## config.mk

```make
export PLATFORM = sky130hd
export DESIGN_NAME = score_display
export DESIGN_NICKNAME = d
export VERILOG_FILES = /design/src/rtl/pong_display_pkg.sv /design/src/rtl/bin2bcd_seq.sv /design/src/rtl/score_display.sv
export SDC_FILE = /design/constraint.sdc
export NUM_CORES = 1
export LEC_CHECK = 0
export CAP_MARGIN = 20
export CORE_ASPECT_RATIO = 0.5
export CORE_MARGIN = 1
export CORE_UTILIZATION = 52
export DETAILED_ROUTE_END_ITERATION = 7
export PLACE_DENSITY = 0.76
export SYNTH_ARGS = -nofsm -noshare
export SYNTH_HDL_FRONTEND = slang
export SYNTH_HIERARCHICAL = 1
export SYNTH_SLANG_ARGS = --single-unit
```

## constraint.sdc

```tcl
create_clock -name clk -period 2.85 [get_ports clk]
set_input_delay 0.57 -clock clk [delete_from_list [all_inputs] [get_ports clk]]
set_output_delay 0.57 -clock clk [all_outputs]
set_load 0.01 [all_outputs]
```

## src/rtl/pong_display_pkg.sv

```systemverilog
// pong_display_pkg: glyph geometry, converter states and the 4x9 digit glyph table
package pong_display_pkg;
   localparam int GLYPH_W     = 4;
   localparam int GLYPH_H     = 9;
   localparam int DIGIT_PITCH = 5;
   localparam int MAX_SCALE   = 5;
   localparam logic [8:0] BLANK_GLYPH = 9'h000;
   typedef enum logic [1:0] {CONV_IDLE, CONV_SHIFT, CONV_COMMIT} conv_state_t;
   localparam logic [9:0][8:0] GLYPH_L = {9'h11F, 9'h1FF, 9'h001, 9'h1FF, 9'h11F,
                                          9'h01F, 9'h111, 9'h1F1, 9'h000, 9'h1FF};
   localparam logic [9:0][8:0] GLYPH_M = {9'h111, 9'h111, 9'h001, 9'h111, 9'h111,
                                          9'h010, 9'h111, 9'h111, 9'h000, 9'h101};
   localparam logic [9:0][8:0] GLYPH_R = {9'h1FF, 9'h1FF, 9'h1FF, 9'h1F1, 9'h1F1,
                                          9'h1FF, 9'h1FF, 9'h11F, 9'h1FF, 9'h1FF};
   function automatic logic [8:0] glyph_col(input logic [3:0] digit, input logic [1:0] col);
      if (digit > 4'd9) return BLANK_GLYPH;
      return (col == 2'd0) ? GLYPH_L[digit] : (col == 2'd3) ? GLYPH_R[digit] : GLYPH_M[digit];
   endfunction
   function automatic int pow10(input int n);
      int r;
      r = 1;
      for (int i = 0; i < n; i++) r = r * 10;
      return r;
   endfunction
endpackage

```

## src/rtl/bin2bcd_seq.sv

```systemverilog
// bin2bcd_seq: sequential shift-add-3 binary to BCD converter with saturation flag
module bin2bcd_seq
   import pong_display_pkg::*;
#(
   parameter int VALUE_W    = 10,
   parameter int NUM_DIGITS = 3
) (
   input  logic                       clk,
   input  logic                       reset,
   input  logic                       i_start,
   input  logic [VALUE_W-1:0]         i_value,
   output logic                       o_busy,
   output logic                       o_done,
   output logic                       o_sat,
   output logic [NUM_DIGITS-1:0][3:0] o_bcd
);
   localparam int CNT_W = $clog2(VALUE_W + 1);
   localparam int BCD_W = 4 * NUM_DIGITS;
   localparam logic [32:0] MAX_VAL = 33'(pow10(NUM_DIGITS) - 1);
   conv_state_t r_state, w_next;
   logic [VALUE_W-1:0]         r_bin;
   logic [NUM_DIGITS-1:0][3:0] r_bcd, w_adj;
   logic [CNT_W-1:0]           r_cnt;
   logic                       r_sat, w_load;
   assign o_sat = r_sat;
   assign o_bcd = r_bcd;
   // state register
   always_ff @(posedge clk or negedge reset)
      if (!reset) r_state <= CONV_IDLE;
      else r_state <= w_next;
   // next state; a start in COMMIT chains straight into the next conversion
   always_comb begin
      w_next = r_state;
      o_busy = 1'b1;
      o_done = 1'b0;
      w_load = 1'b0;
      case (r_state)
         CONV_IDLE: begin
            o_busy = 1'b0;
            w_load = i_start;
            w_next = i_start ? CONV_SHIFT : CONV_IDLE;
         end
         CONV_SHIFT: w_next = (r_cnt == '0) ? CONV_COMMIT : CONV_SHIFT;
         CONV_COMMIT: begin
            o_done = 1'b1;
            w_load = i_start;
            w_next = i_start ? CONV_SHIFT : CONV_IDLE;
         end
         default: w_next = CONV_IDLE;
      endcase
   end
   // add 3 to every BCD digit of 5 or more ahead of the shift
   always_comb
      for (int i = 0; i < NUM_DIGITS; i++)
         w_adj[i] = (r_bcd[i] >= 4'd5) ? r_bcd[i] + 4'd3 : r_bcd[i];
   // capture a new value or perform one shift step
   always_ff @(posedge clk or negedge reset)
      if (!reset) begin
         r_bin <= '0;
         r_bcd <= '0;
         r_cnt <= '0;
         r_sat <= 1'b0;
      end else if (w_load) begin
         r_bin <= i_value;
         r_bcd <= '0;
         r_cnt <= CNT_W'(VALUE_W - 1);
         r_sat <= 33'(i_value) > MAX_VAL;
      end else if (r_state == CONV_SHIFT) begin
         r_bin <= r_bin << 1;
         r_bcd <= BCD_W'({w_adj, r_bin[VALUE_W-1]});
         r_cnt <= r_cnt - CNT_W'(1);
      end
endmodule

```

## src/rtl/score_display.sv

```systemverilog
// score_display: multi-digit decimal score renderer answering VGA pixel polls
// Optional feature macro SCORE_BLINK_EN: free-running blink counter gating Hit when Blink=1.
module score_display
   import pong_display_pkg::*;
#(
   parameter int NUM_DIGITS = 3,
   parameter int VALUE_W    = 10,
   parameter int BLINK_DIV  = 24
) (
   input  logic               clk,
   input  logic               reset,
   input  logic [10:0]        ObjectX,
   input  logic [9:0]         ObjectY,
   input  logic [3:0]         ObjectScale,
   input  logic [VALUE_W-1:0] Value,
   input  logic               ValueLoad,
   input  logic               LeadZeroBlank,
   input  logic               Blink,
   input  logic [9:0]         PollX,
   input  logic [8:0]         PollY,
   output logic               Busy,
   output logic               Hit,
   output logic               Hit2
);
   logic                       w_start, w_accept, w_done, w_sat, w_in, w_gate;
   logic                       r_pend_v, r_in, w_lz, w_blank, w_lit;
   logic [VALUE_W-1:0]         r_pend_val;
   logic [NUM_DIGITS-1:0][3:0] w_bcd, r_digits;
   logic [2:0]                 w_s, w_pos, w_gcol;
   logic [11:0]                w_dx, w_dy, w_w, w_h;
   logic [4:0]                 w_col, r_col;
   logic [3:0]                 w_row, r_row, w_dig;
   logic [8:0]                 w_glyph;
   assign w_start  = ValueLoad || r_pend_v;
   assign w_accept = w_start && (!Busy || w_done);
   bin2bcd_seq #(.VALUE_W(VALUE_W), .NUM_DIGITS(NUM_DIGITS)) u_conv (
      .clk     (clk),
      .reset   (reset),
      .i_start (w_start),
      .i_value (ValueLoad ? Value : r_pend_val),
      .o_busy  (Busy),
      .o_done  (w_done),
      .o_sat   (w_sat),
      .o_bcd   (w_bcd)
   );
   // one-deep pending load, latest value wins until the converter accepts it
   always_ff @(posedge clk or negedge reset)
      if (!reset) begin
         r_pend_v   <= 1'b0;
         r_pend_val <= '0;
      end else if (w_accept) r_pend_v <= 1'b0;
      else if (ValueLoad) begin
         r_pend_v   <= 1'b1;
         r_pend_val <= Value;
      end
   // committed digit bank, updated only when a conversion completes
   always_ff @(posedge clk or negedge reset)
      if (!reset) r_digits <= '0;
      else if (w_done) r_digits <= w_sat ? {NUM_DIGITS{4'd9}} : w_bcd;
   assign w_s   = (ObjectScale > 4'(MAX_SCALE)) ? 3'(MAX_SCALE) : ObjectScale[2:0];
   assign w_dx  = {2'b0, PollX} - {1'b0, ObjectX};
   assign w_dy  = {3'b0, PollY} - {2'b0, ObjectY};
   assign w_w   = 12'(DIGIT_PITCH * (NUM_DIGITS - 1) + GLYPH_W) << w_s;
   assign w_h   = 12'(GLYPH_H) << w_s;
   assign w_in  = !w_dx[11] && !w_dy[11] && (w_dx < w_w) && (w_dy < w_h);
   assign w_col = 5'(w_dx >> w_s);
   assign w_row = 4'(w_dy >> w_s);
   // stage 2: pick digit and glyph column, apply leading-zero blanking, fetch the bit
   always_comb begin
      w_pos = '0;
      for (int i = 1; i < NUM_DIGITS; i++)
         if (r_col >= 5'(DIGIT_PITCH * i)) w_pos = 3'(i);
      w_gcol  = 3'(r_col - 5'(w_pos) * 5'(DIGIT_PITCH));
      w_lz    = LeadZeroBlank;
      w_dig   = '0;
      w_blank = 1'b0;
      for (int i = 0; i < NUM_DIGITS; i++) begin
         w_lz = w_lz && (r_digits[NUM_DIGITS-1-i] == 4'd0) && (i != NUM_DIGITS - 1);
         if (3'(i) == w_pos) begin
            w_dig   = r_digits[NUM_DIGITS-1-i];
            w_blank = w_lz;
         end
      end
      w_glyph = glyph_col(w_blank ? 4'hF : w_dig, w_gcol[1:0]);
      w_lit   = r_in && (w_gcol != 3'd4) && w_glyph[r_row];
   end
`ifdef SCORE_BLINK_EN
   logic [BLINK_DIV:0] r_blink;
   // free-running blink phase counter; its MSB selects the dark half-period
   always_ff @(posedge clk or negedge reset)
      if (!reset) r_blink <= '0;
      else r_blink <= r_blink + {{BLINK_DIV{1'b0}}, 1'b1};
   assign w_gate = Blink && r_blink[BLINK_DIV];
`else
   logic w_unused;
   assign w_unused = Blink | (BLINK_DIV == 0);
   assign w_gate   = 1'b0;
`endif
   // poll pipeline: stage 1 offsets and bounds, stage 2 registered hit flags
   always_ff @(posedge clk or negedge reset)
      if (!reset) begin
         r_in  <= 1'b0;
         r_col <= '0;
         r_row <= '0;
         Hit   <= 1'b0;
         Hit2  <= 1'b0;
      end else begin
         r_in  <= w_in;
         r_col <= w_col;
         r_row <= w_row;
         Hit   <= w_lit && !w_gate;
         Hit2  <= r_in;
      end
endmodule

```

==> results of run 1 <==
synthesized netlist by cell type (16+ instances only):
master and number:
dfrtp_1 64, a21oi_1 37, ha_1 57, nor3_1 16
o21ai_0 24, nor2_1 41, mux2_2 24, inv_1 51
xnor2_1 17, nand2_1 56
registers in the layout (all words and copies together) (netlist names):
signal          count
Hit                 1
r_pend_val         10
u_conv/r_bin       10
r_digits           12
r_pend_v            1
u_conv/o_bcd       12
u_conv/o_sat        1
u_conv/r_state      2
r_in                1
u_conv/r_cnt        4
r_col               5
r_row               4
Hit2                1
area by class of cell:
| cell class | count | area (sq um) |
|---|---|---|
| Clock inverter | 6 | 43.79 |
| Sequential cell | 64 | 1603 |
| Timing Repair Buffer | 159 | 1292 |
| Clock buffer | 10 | 239.0 |
| Multi-Input combinational cell | 451 | 3716 |
| Fill cell | 712 | 2361 |
| Inverter | 54 | 210.2 |
| Tap cell | 135 | 168.9 |
per-layer routing:
metal  vias to the layer above  part of all wire, %
met5                         -                    0
met4                         0                  1.8
met3                        25                  4.0
met2                       139                   48
met1                      2323                   46
li1                       2392                    -
power by group:
| group | switching [uW] | total, uW | internal (uW) |
|---|---|---|---|
| Sequential | 343 | 1620 | 1280 |
| Combinational | 1520 | 3000 | 1490 |
| Clock | 411 | 1020 | 614 |
| Total | 2270 | 5650 | 3380 |
worst max path at each step:
stage | from | to | slack [ns] | cells past startpoint
after floorplan | ObjectY[4] | r_in | 0.000007 | 13
after global placement | ObjectY[4] | r_in | -0.68 | 14
after detailed placement | ObjectY[4] | r_in | -0.71 | 14
after CTS | PollX[0] | r_in | 0.003 | 15
after global routing | ObjectY[2] | r_in | -0.21 | 15
final | ObjectScale[0] | r_in | -0.08 | 13
per-stage QoR:
| stage | power [uW] | TNS [ns] | area, sq um | cells |
|---|---|---|---|---|
| global placement | 4232 | -1.768 | 6603 | 843 |
| detailed placement | 4364 | -2.160 | 6603 | 843 |
| global route | 6060 | -0.2889 | 7273 | 879 |
| floorplan | 3586 | 0 | 5335 | 586 |
| CTS | 5543 | 0 | 7146 | 872 |
| finish | 5651 | -0.08213 | 7273 | 879 |
cell families (layout without fill, tap and decap cells):
group                    Yosys count  after routing
multiplexers                      37             37
buffers and inverters             71            229
AO/OA/AOI/OAI                    152            152
other                              1              1
AND/OR/NAND/NOR                  177            177
XOR/XNOR                          24             24
flip-flops                        64             64
adder cells (fa/ha/maj)           60             60
timing repair:
action                                  in CTS  in global routing
pin swaps                                   45                 30
hold endpoints to repair                     0                  0
gates resized for setup                     76                 37
buffers inserted                            13                  7
endpoints found under the setup margin       2                  2
cells in the final DEF, fill, tap and decap left out, types with 6 or more instances in the layout:
master           netlist  routed
buf_4                  1      97
dfrtp_1               64      63
nand2_1               56      53
inv_1                 51      42
ha_1                  57      42
nor2_1                41      39
clkdlybuf4s50_1        0      36
a21oi_1               37      30
mux2_2                24      24
o21ai_0               24      20
nor3_1                16      15
xnor2_1               17      14
o21ai_1               10      12
ha_4                   0      12
inv_2                  2      10
mux2i_1               10      10
nand2b_1              10       9
clkbuf_16              0       9
a22oi_1                8       8
dlygate4sd2_1          0       8
clkbuf_2               0       8
xor2_1                 7       7
nand3b_1               7       7
nand3_1                8       7
o21a_1                 6       6
a211oi_1               8       6
==> impl_metrics.ini, run 1 <==
[timing]
maxSlewViolCount = 0
hold_violations = 0
maxSlewHeadroom_pct = 57.35
min_period_over_period_pct = 102.9
period_minus_slack_ns = 2.932
fin_skew_ns = 0.007638
worst_pin_slew_ns = 0.6385
max_freq_mhz = 341.0
holdWs_ns = 0.2584
setup_ws_ns = -0.08213
setup_viol = 1
rsz0062_at_grt = yes

[grt]
grt_usage_pct = 26.27
grt_use_met1_pct = 33.87
grtUsageMet3_pct = 5.118
antenna_found_initial = 0
grt.busiest_layer = met2
grt_pass1_wl_um = 21620
grt_overflow = 0
grt_max_degree = 29
first_global_vias = 4794
gr-usage-met2_pct = 44.77

[power]
ir_worst_vdd_mv = 0.3865
total_leakage_power_uw = 0.003338
p_per_area_nw_per_um2 = 777.0

[worst_setup_path]
required_ns = 3.09
crit_type = primary input to register
crit_chain = clkdlybuf4s50_1 > a211o_1 > inv_2 > ha_2 > nand2_1 > and2_1 > ha_1 > a22o_1 > nor4_2 > o21ai_1 > a41oi_2 > o211ai_1 > nor3_1
critPathLaunchType = primary input
crit_path_top_delay_cell = clkdlybuf4s50_1
crit_buf_inv = 2
reg2reg_slack_ns = 0.03
path_delay_family = compound AO/OA/AOI/OAI gates
critPathCaptureType = register
crit_fanout = 4
cp.arrival_ns = 3.17
cp_slowest_stage_delay_ns = 0.40
reg2reg_depth = 9
r2r_end = Hit
rr_startpoint = r_col[1]

[cts]
cts-buffers-inserted = 9
insertion_delay_ns = 0.33
tritoncts = done
cts_buffer_depth = 2
path_clk_slew_ns = 0.05
cts_hold_buffers = 0
cts_sinks = 64
htreeDepth = 3
clockRootBuffer = clkbuf_16

[yosys]
synth_fp_nets = 705
synthMuxAreaShare_pct = 7.831
synthCells = 586
synth_top_flop_cell = dfrtp_1
synth.avg_cell_area_sq_um = 8.970
synth_xor_area_share_pct = 3.999
synth-edff-count = 0
ys_seq_area_share_pct = 30.47
synth-simple-area-share_pct = 16.97
ys_ff_latch = 64
synthArstFlopShare_pct = 100.0
yosysWarnings = 6
synth_fa_ha_area_share_pct = 14.71
synth_area_leaders = dfrtp_1, ha_1, mux2_2
syn_area_sq_um = 5256
synth_top_area_share_pct = 30.47
synth_compound_area_share_pct = 20.45
ys_types = 77
yosysTopAreaCell = dfrtp_1
synth_top_family_by_area = compound AO/OA/AOI/OAI gates

[finish]
layout-drive-gt1-share_pct = 31.99
syn2layout_area_growth_pct = 38.37
finalNetCount = 858
post-route-util_pct = 75.49
n_antenna_cell = 0

[placement]
dp_slack_ns = -0.7074
place.port_buffers = 60
dp_hpwl_um = 9395
place.gp.congestion = 0.9233

[die]
die_w_um = 144.2
start_util_pct = 54.56
rows = 25
die_h_um = 73.09
ios = 62
coreArea_sq_um = 9634
die-area_sq_um = 10540

[drt]
route.detailed.drc = 0
dr_total_vias = 4879
drt_first_pass_iters = 5
final_antenna_net_count = 0
drt_first_iter_violations = 257
vias_per_cell = 5.551
wire_per_inst_um = 15.21
routed_wl_um = 13370

[status]
violations = negative setup slack
status = finished with violations

[hold_path]
hold_class = primary input to async pin

[run]
maxCapViolations = 0
Note: power is estimated with default switching activity, not from simulation.
==> inputs of run 2 (changes only) <==
--- a/config.mk
+++ b/config.mk
@@ -5,12 +5,13 @@
 export SDC_FILE = /design/constraint.sdc
 export NUM_CORES = 1
 export LEC_CHECK = 0
-export CAP_MARGIN = 20
+export CAP_MARGIN = 10
 export CORE_ASPECT_RATIO = 0.5
 export CORE_MARGIN = 1
 export CORE_UTILIZATION = 52
 export DETAILED_ROUTE_END_ITERATION = 7
 export PLACE_DENSITY = 0.76
+export SKIP_LAST_GASP = 1
 export SYNTH_ARGS = -nofsm -noshare
 export SYNTH_HDL_FRONTEND = slang
 export SYNTH_HIERARCHICAL = 1
==> run 2 against run 1 <==
  * The flow still finishes with violations (negative setup slack)
  * Combinational power barely moved
  * Setup slack better by 0.040 ns
  * Clock skew about the same
  * Die area is the same
  * Critical path depth is the same
  * Sequential cell count unchanged
==> impl_metrics.ini, run 2 (synthesis gave the netlist of run 1 again) <==
[status]
status = finished with violations
violations = negative setup slack

[timing]
maxSlewHeadroom_pct = 57.92
min_period_over_period_pct = 101.5
setup_viol = 1
maxSlewViolCount = 0
max_freq_mhz = 345.8
period_minus_slack_ns = 2.892
hold_violations = 0
holdWs_ns = 0.2592
setup_ws_ns = -0.04164
fin_skew_ns = 0.007542
rsz0062_at_grt = yes
worst_pin_slew_ns = 0.6299

[grt]
grt_pass1_wl_um = 21620
gr-usage-met2_pct = 44.77
grt.busiest_layer = met2
grt_usage_pct = 26.27
grt_overflow = 0
first_global_vias = 4794
antenna_found_initial = 0
grt_use_met1_pct = 33.87
grt_max_degree = 29
grtUsageMet3_pct = 5.118

[finish]
stdcell_count = 879
finalNetCount = 858
multiInputGateArea_sq_um = 3701
layout_common_cells = buf_4, dfrtp_1, nand2_1, ha_1, inv_1
n_antenna_cell = 0
fillCellCount = 709
final_common_cell = buf_4
seqCellArea_sq_um = 1603
syn2layout_area_growth_pct = 38.35
layout-drive-gt1-share_pct = 31.18

[drt]
vias_per_cell = 5.547
route.detailed.drc = 0
drt_first_pass_iters = 4
drt_first_iter_violations = 254
dr_total_vias = 4876
wire_per_inst_um = 15.13
final_antenna_net_count = 0
routed_wl_um = 13300

[cts]
clockRootBuffer = clkbuf_16
cts-buffers-inserted = 9
cts_hold_buffers = 0
cts_sinks = 64
cts_buffer_depth = 2
insertion_delay_ns = 0.33
htreeDepth = 3
tritoncts = done
path_clk_slew_ns = 0.06

[worst_setup_path]
r2r_end = Hit
required_ns = 3.09
startpoint = ObjectScale[0]
cp.arrival_ns = 3.13
reg2reg_depth = 9
critPathCaptureType = register
rr_startpoint = r_col[1]
crit_fanout = 3
crit_type = primary input to register
reg2reg_slack_ns = 0.04
critPathLaunchType = primary input

[die]
die_w_um = 144.2
rows = 25
die_h_um = 73.09
start_util_pct = 54.56
coreArea_sq_um = 9634
ios = 62
die-area_sq_um = 10540

[placement]
place.port_buffers = 60
dp_cells = 843
dp_slack_ns = -0.7074
place.gp.congestion = 0.9233
dp_hpwl_um = 9395

[power]
finalPower_uw = 5642
p_per_area_nw_per_um2 = 775.9
total_leakage_power_uw = 0.003340
ir_worst_vdd_mv = 0.3860

[run]
maxCapViolations = 0

[hold_path]
hold_class = primary input to async pin
## run 2: cell types whose count changed in the layout (fill, tap and decap cells not counted), sizes merged
cell and change:
clkbuf -2, buf -1, clkdlybuf4s15 +3
## run 2: metrics by stage
stage               cell area, sq um  setup TNS [ns]  utilization, %
CTS                             7146               0           74.17
detailed placement              6603          -2.160           68.53
global placement                6603          -1.768           68.53
finish                          7272        -0.04164           75.48
floorplan                       5335               0               -
global route                    7272         -0.2540           75.48
## run 2: worst max-delay path: stages
cell and delay (ns):
clkdlybuf4s50_1 0.40, a211o_1 0.29, buf_4 0.16, ha_1 0.21
nand2_1 0.10, and2_1 0.15, ha_1 0.24, a22o_1 0.22
nor4_2 0.22, o21ai_1 0.12, a41oi_2 0.16, o211ai_1 0.12
nor3_1 0.18
## run 2: report_power, final
group	internal (uW)	switching, uW	leakage [uW]	total [uW]
clock network	614	411	0.000139	1030
logic	1490	1510	0.00241	2990
registers	1280	343	0.000787	1620
total	3380	2260	0.00334	5640
## run 2: per-layer routing
metal  wire length [um]  vias up
li1                   -     2392
met1               6122     2322
met2               6393      139
met3                578       23
met4                203        0
met5                  0        -
## run 2: layout make-up
| class | count | area share (%) |
|---|---|---|
| clock buffers | 10 | 3.286 |
| inverters | 54 | 2.891 |
| multi-input cells | 451 | 50.89 |
| flip-flops and latches | 64 | 22.04 |
| repair buffers | 159 | 17.96 |
| clock inverters | 6 | 0.6022 |
| well taps | 135 | 2.323 |
## run 2: what timing repair did
item | 4_1_cts | 5_1_grt
gates resized for setup | 76 | 28
pin swaps | 45 | 29
setup buffers | 13 | 7
endpoints found under the setup margin | 2 | 2
## run 2: worst max path at each step
stage | end | slack, ns | cells past startpoint
2_1_floorplan | r_in | 0.000007 | 13
3_3_place_gp | r_in | -0.68 | 14
3_5_place_dp | r_in | -0.71 | 14
4_1_cts | r_in | 0.003 | 15
5_1_grt | r_in | -0.17 | 14
6_report | r_in | -0.04 | 13
==> inputs of run 3 (changes only) <==
--- a/config.mk
+++ b/config.mk
@@ -10,6 +10,7 @@
 export CORE_MARGIN = 1
 export CORE_UTILIZATION = 52
 export DETAILED_ROUTE_END_ITERATION = 7
+export GPL_ROUTABILITY_DRIVEN = 0
 export PLACE_DENSITY = 0.76
 export SKIP_LAST_GASP = 1
 export SYNTH_ARGS = -nofsm -noshare
==> results of run 3 <==
Final layout, timing and power as in run 2 (identical DEF).
